--- src/rtl/fifo_rd_stream.sv ---
// rtl/fifo_rd_stream.sv - FIFO read-side master into a 2-entry buffer, valid/ready burst stream out (FIFO_RD_REG_EN: registered FIFO output)
module fifo_rd_stream #(
  parameter int WIDTH     = 8,
  parameter int BURST_LEN = 4,
  parameter int CNT_WIDTH = 16
) (
  input  logic                 clk,
  input  logic                 rst,
  input  logic                 en,
  input  logic                 fifo_empty,
  output logic                 fifo_rd_en,
  input  logic [WIDTH-1:0]     fifo_dout,
  output logic                 m_valid,
  input  logic                 m_ready,
  output logic [WIDTH-1:0]     m_data,
  output logic                 m_last,
  output logic [CNT_WIDTH-1:0] word_cnt,
  output logic                 busy
);

  localparam int              BEAT_W   = (BURST_LEN > 1) ? $clog2(BURST_LEN) : 1;
  localparam logic [BEAT_W-1:0] BEAT_MAX = BEAT_W'(BURST_LEN - 1);

  logic [WIDTH-1:0]  buf_mem [2];
  logic              wr_ptr;
  logic              rd_ptr;
  logic [1:0]        occ;
  logic              inflight;
  logic [BEAT_W-1:0] beat;
  logic              hs;
  logic              cap;
  logic [2:0]        pending;
  logic              room;

  assign m_valid = (occ != 2'd0);
  assign m_data  = buf_mem[rd_ptr];
  assign m_last  = m_valid && (beat == BEAT_MAX);
  assign hs      = m_valid && m_ready;
  assign busy    = (occ != 2'd0) || inflight;

  // Words already owned by this block (buffered plus in flight); a handshake
  // this cycle frees a slot, which is what keeps throughput at 1 word/cycle.
  assign pending    = {1'b0, occ} + {2'b00, inflight};
  assign room       = hs ? (pending < 3'd3) : (pending < 3'd2);
  assign fifo_rd_en = !rst && en && !fifo_empty && room;

`ifdef FIFO_RD_REG_EN
  // Registered FIFO: data for a read shows up one cycle later, so track it
  always_ff @(posedge clk or posedge rst) begin
    if (rst) inflight <= 1'b0;
    else     inflight <= fifo_rd_en;
  end
  assign cap = inflight;
`else
  // Show-ahead FIFO: data is on fifo_dout in the issue cycle itself
  assign inflight = 1'b0;
  assign cap      = fifo_rd_en;
`endif

  // Capture incoming FIFO data at the buffer tail
  always_ff @(posedge clk or posedge rst) begin
    if (rst) begin
      buf_mem[0] <= '0;
      buf_mem[1] <= '0;
      wr_ptr     <= 1'b0;
    end else if (cap) begin
      buf_mem[wr_ptr] <= fifo_dout;
      wr_ptr          <= ~wr_ptr;
    end
  end

  // Occupancy and head pointer; capture and handshake together leave occ as is
  always_ff @(posedge clk or posedge rst) begin
    if (rst) begin
      occ    <= 2'd0;
      rd_ptr <= 1'b0;
    end else begin
      occ <= occ + {1'b0, cap} - {1'b0, hs};
      if (hs) rd_ptr <= ~rd_ptr;
    end
  end

  // Burst beat position and completed-handshake counter
  always_ff @(posedge clk or posedge rst) begin
    if (rst) begin
      beat     <= '0;
      word_cnt <= '0;
    end else if (hs) begin
      beat     <= m_last ? '0 : beat + 1'b1;
      word_cnt <= word_cnt + 1'b1;
    end
  end

endmodule
--- config.mk ---
export PLATFORM = sky130hd
export DESIGN_NAME = fifo_rd_stream
export DESIGN_NICKNAME = d
export VERILOG_FILES = /design/src/rtl/fifo_rd_stream.sv
export SDC_FILE = /design/constraint.sdc
export NUM_CORES = 1
export LEC_CHECK = 0
export CAP_MARGIN = 15
export CORE_MARGIN = 10
export CORE_UTILIZATION = 30
export DETAILED_ROUTE_END_ITERATION = 10
export PLACE_DENSITY = 0.52
export SETUP_SLACK_MARGIN = 0.1
export SLEW_MARGIN = 10
export SYNTH_ARGS = -nofsm -noshare
export SYNTH_HDL_FRONTEND = slang
export SYNTH_SLANG_ARGS = --single-unit
--- constraint.sdc ---
create_clock -name clk -period 4.7 [get_ports clk]
set_input_delay 0.47 -clock clk [delete_from_list [all_inputs] [get_ports clk]]
set_output_delay 0.47 -clock clk [all_outputs]
set_load 0.02 [all_outputs]
Word level (Yosys, flattened, before mapping)

Index checks and enable logic that the tools add are counted.
W data, S select, Z words.

Add/sub/neg operators: 4
Multipliers: 0
Div/mod/pow operators: 0
Magnitude comparators: 5
Equal/unequal tests: 1
Shift-type cells: 0
Multiplexer cells: 8
Bitwise operators: 4
Reductions and logical operators: 9

Operator list:

| operator                | number |
|---|---|
| $mux W8                 | 4 |
| $add A16 B1 Y16 const B | 1 |
| $bwmux W16              | 1 |
| $demux W8 S1            | 1 |
| $logic_and A1 B1 Y1     | 6 |
| $ge A2 B2 Y1 const B    | 2 |
| $lt A2 B2 Y1 const B    | 2 |
| $not A1 Y2              | 2 |
| $add A2 B1 Y2           | 1 |
| $add A2 B1 Y2 const B   | 1 |
| $eq A2 B2 Y1 const B    | 1 |
| $logic_not A1 Y1        | 2 |
| $lt A2 B1 Y1 const B    | 1 |
| $mux W2                 | 1 |
| $not A1 Y1              | 2 |
| $reduce_bool A2 Y1      | 1 |
| $sub A2 B1 Y2           | 1 |
| $mux W1                 | 1 |

Register bits after elaboration: 38
Bits in latches: 0
Memory bits (writable): 0
ROM bits: 0
Input bits: 13
Output and inout bits: 28
Logic and storage cells: 38
Memories kept: 0

Logic depth before layout (Yosys ltp)

Depth in word-level cells: 6
Depth in mapped cells: 5
Mapped depth without buffers: 5

Worst setup path after synthesis

No wires, ideal clock.

Path type: register to register
Start point: reg occ[0]
End point: reg buf_mem[10] (netlist name)
Setup time: 0.125 ns
Arrival time: 1.863 ns
Data required time: 4.575 ns
Slack: 2.712 ns
Stages on the path, launching flop included: 6
Path buffers: 1
Period minus slack after synthesis: 1.988 ns
Cell sequence: dfrtp_1 -> nand2b_4 -> a2111oi_4 -> and2b_1 -> buf_6 -> mux2_2

Word-level cells in the longest chain between the ends: 4
Elaborated cells between the ends (all ways): 6
Those cells by class: 2 x order compare; 1 x mux; 3 x reduce/logical

Ends and longest elaborated chain:

| element                                                              | line | text |
|---|---|---|
| from (decl)                                                          | 27   | `logic [1:0] occ;` |
| from (signal assigned)                                               | 78   | `occ <= occ + {1'b0, cap} - {1'b0, hs};` |
| parallel branches: the longest is 2 deep, another holds $lt A2 B2 Y1 | -    |  |
| $mux W1 (*)                                                          | 44   | `assign room = hs ? (pending < 3'd3) : (pending < 3'd2);` |
| $logic_and A1 B1 Y1 (*)                                              | 45   | `assign fifo_rd_en = !rst && en && !fifo_empty && room;` |
| via fifo_rd_en                                                       | 11   | `output logic fifo_rd_en,` |
| to (signal, indexed assignment)                                      | 67   | `buf_mem[wr_ptr] <= fifo_dout;` |
| to (decl)                                                            | 24   | `logic [WIDTH-1:0] buf_mem [2];` |

Mark *: on every way through the listed nets, which the timed path passes.
A chain may end at the register's enable or synchronous reset.

Final worst setup path

Start point: in m_ready
End point: out fifo_rd_en

Word-level cells in the longest chain between the ends: 3

Ends and longest elaborated chain:

| element             | line | text |
|---|---|---|
| from (decl)         | 14   | `input logic m_ready,` |
| $logic_and A1 B1 Y1 | 38   | `assign hs = m_valid && m_ready;` |
| $mux W1             | 44   |  |
| $logic_and A1 B1 Y1 | 45   |  |
| to (decl)           | 11   |  |

No other way between the ends.

==> flow_metrics.env <==
export IMPL_regToRegSetupSlack_ns=2.60
export IMPL_cp_required_ns=4.23
export IMPL_wl_per_cell_microns=15.2
export IMPL_synth_edf_count=0
export IMPL_crit_slowest_cell="clkdlybuf4s50_1"
export IMPL_power_leakage_nw=0.977
export IMPL_viasPerCell=4.46
export IMPL_clock_latency_ns=0.28
export IMPL_antennaDiodeCount=0
export IMPL_clkTransAtPathRegs_ns=0.07
export IMPL_fin_crit_ns=2.86
export IMPL_critPathMaxFanout=6
export IMPL_first_pass_iters=4
export IMPL_synth_distinct_cells=27
export IMPL_cts_buffers=5
export IMPL_timing_final_hold_violations=0
export IMPL_post_cts_buffers=0
export IMPL_worst_pin_slew_ns=0.490
export IMPL_io_buffers=40
export IMPL_fin_setup_tns_ns=0
export IMPL_rows=27
export IMPL_synth_xor_area_share=0.0933
export IMPL_worst_setup_path_type="input pin to output pin"
export IMPL_startpoint_type="input pin"
export IMPL_yosysWarningCount=0
export IMPL_hpwl_mm=2.72
export IMPL_gp_congestion=0.748
export IMPL_synth_top_family_by_area="multiplexers"
export IMPL_fmax_ghz=0.350
export IMPL_netlist_instances=128
export IMPL_synth_seq_cells=38
export IMPL_synth_simple_gate_area_frac=0.111
export IMPL_first_iter_violations=36
export IMPL_seq_area_frac_synth=0.563
export IMPL_drive_gt1_frac=0.224
export IMPL_yosys_area_top_type="dfrtp_1"
export IMPL_worstHoldPathType="register to register"
export IMPL_synth_compound_area_frac=0.0319
export IMPL_initial_core_util=0.309
export IMPL_antenna_found_initial=0
export IMPL_root_buffer="clkbuf_8"
export IMPL_ant_nets=0
export IMPL_ys_async_sr_fraction=1.00
export IMPL_cp_cell_sequence="clkdlybuf4s50_1 -> nand2b_4 -> a2111oi_4 -> clkdlybuf4s50_1"
export IMPL_grt_overflow=0
export IMPL_coreArea_sq_mm=0.00547
export IMPL_finalWirelength_mm=3.73
export IMPL_postSynthAreaPerCell_sq_um=13.2
export IMPL_clock_sinks=38
export IMPL_powerDensity_mw_per_mm2=579
export IMPL_stdcell_area_sq_mm=0.00226
export IMPL_maxCapViolations=0
export IMPL_die_w_microns=95.0
export IMPL_slowest_delay_ns=0.72
export IMPL_grt_start_max_net_pins=39
export IMPL_cts_tree="done"
export IMPL_holdBufCountCts=0
export IMPL_grt_use_total=0.0896
export IMPL_critPathMostFrequentCell="clkdlybuf4s50_1"
export IMPL_syn2layout_area_growth_pct=33.6
export IMPL_drc=0
export IMPL_drv_slew=0
export IMPL_ir_drop_uv=293
export IMPL_io_pins=41
export IMPL_design_die_area_sq_mm=0.00903
export IMPL_placed_cell_area_sq_mm=0.00216
export IMPL_synth_nets=143
export IMPL_htree_levels=2
export IMPL_status="finished, final reports clean"
export IMPL_setup_worst_path_start="m_ready"
export IMPL_post_route_period_util=0.608
export IMPL_cts_buffer_depth=2
export IMPL_synth_flop_cell="dfrtp_1"
export IMPL_cts_resized=0
export IMPL_synthesis_area_sq_mm=0.00169
export IMPL_relSlewSlack=0.674
export IMPL_grt_setup_unrepaired="no"
export IMPL_synth_top_cell_area_share=0.563
export IMPL_die_h_microns=95.0
export IMPL_dr_total_vias=1096
export IMPL_yosys_area_share_adder=0.0148
export IMPL_muxShareOfSynthArea=0.166
export IMPL_skew_ns=0.00290
export IMPL_hp_start="word_cnt[15]"
export IMPL_cp_arrival_ns=2.39
export IMPL_grt_first_pass_wirelength_mm=6.36
export IMPL_setup_viol=0
export IMPL_num_nets_final=188
export IMPL_worst_setup_path_end_kind="output pin"
export IMPL_grt_pass1_vias=1291
export IMPL_r2r_start="occ[0]"
export IMPL_yosys_top_cells_area="dfrtp_1 (56%), mux2_2 (16%), xnor2_1 (6.7%)"
-- final timing paths --
kind	end	cells after the start
max	fifo_rd_en	4
min	word_cnt[15]	1
max reg2reg	buf_mem[13]	4
min reg2reg	word_cnt[15]	1
max in group asynchronous	buf_mem[11]	3
min in group asynchronous	occ[1]	3
-- critical path, delay by kind of cell --
kind / cells / cell delay [ns]
buffers and inverters: 2 / 1.30
AO/OA/AOI/OAI: 1 / 0.54
AND/OR/NAND/NOR: 1 / 0.08
-- kinds of logic (layout without fill, tap and decap cells) --
kind of cell	after synthesis	count (layout)
adder cells (fa/ha/maj)	2	2
multiplexers	25	25
buffers and inverters	6	52
flip-flops	38	38
AND/OR/NAND/NOR	35	35
AO/OA/AOI/OAI	4	4
XOR/XNOR	18	18
-- per-layer routing --
metal,part of all wire,track usage
met2,0.52,0.159
met3,0.058,0.0361
met1,0.42,0.0975
met5,0,0
met4,0.0038,0.0224
-- layout by cell type (no fill, tap or decap), types with 2 or more instances in the layout --
cell,synthesis,routed
and3_1,2,2
xor2_1,5,5
inv_1,3,3
clkdlybuf4s50_1,0,40
dfrtp_1,38,38
clkbuf_8,0,6
nand3_1,5,5
nand2_1,10,10
mux2_2,24,24
nor3_1,2,2
ha_1,2,2
nand4_1,5,5
xnor2_1,13,13
nor2_1,4,4
-- synthesized netlist by cell type (2+ instances only) --
| master | number |
|---|---|
| xnor2_1 | 13 |
| ha_1 | 2 |
| dfrtp_1 | 38 |
| nor2_1 | 4 |
| nor3_1 | 2 |
| nand2_1 | 10 |
| nand4_1 | 5 |
| inv_1 | 3 |
| mux2_2 | 24 |
| nand3_1 | 5 |
| and3_1 | 2 |
| xor2_1 | 5 |
-- flip-flops by register name, indices dropped and copies added (netlist names) --
signal,cells
beat,2
occ,2
rd_ptr,1
word_cnt,16
buf_mem,16
wr_ptr,1
-- area by class of cell --
cell class | count | area (sq um)
Fill cell | 539 | 3220
Multi-Input combinational cell | 84 | 704
Tap cell | 72 | 90.1
Timing Repair Buffer | 41 | 408
Inverter | 3 | 11.3
Clock inverter | 1 | 5.00
Clock buffer | 7 | 86.3
Sequential cell | 38 | 951
-- metrics by stage --
| step | instances | setup WS [ns] | power (mW) | hold slack (ns) | utilization |
|---|---|---|---|---|---|
| floorplan | 128 | 2.71 | 0.864 | 0.450 | - |
| global placement | 238 | 1.88 | 1.08 | 0.466 | 0.396 |
| detailed placement | 238 | 1.82 | 1.10 | 0.468 | 0.396 |
| CTS | 246 | 1.81 | 1.33 | 0.483 | 0.412 |
| global route | 246 | 1.76 | 1.40 | 0.521 | 0.412 |
| finish | 246 | 1.84 | 1.31 | 0.480 | 0.412 |
-- where the power goes --
part / internal (mW) / switching [mW]
Clock: 0.118 / 0.107
Sequential: 0.439 / 0.0941
Combinational: 0.305 / 0.241
Power figures use the tool's default switching activity.
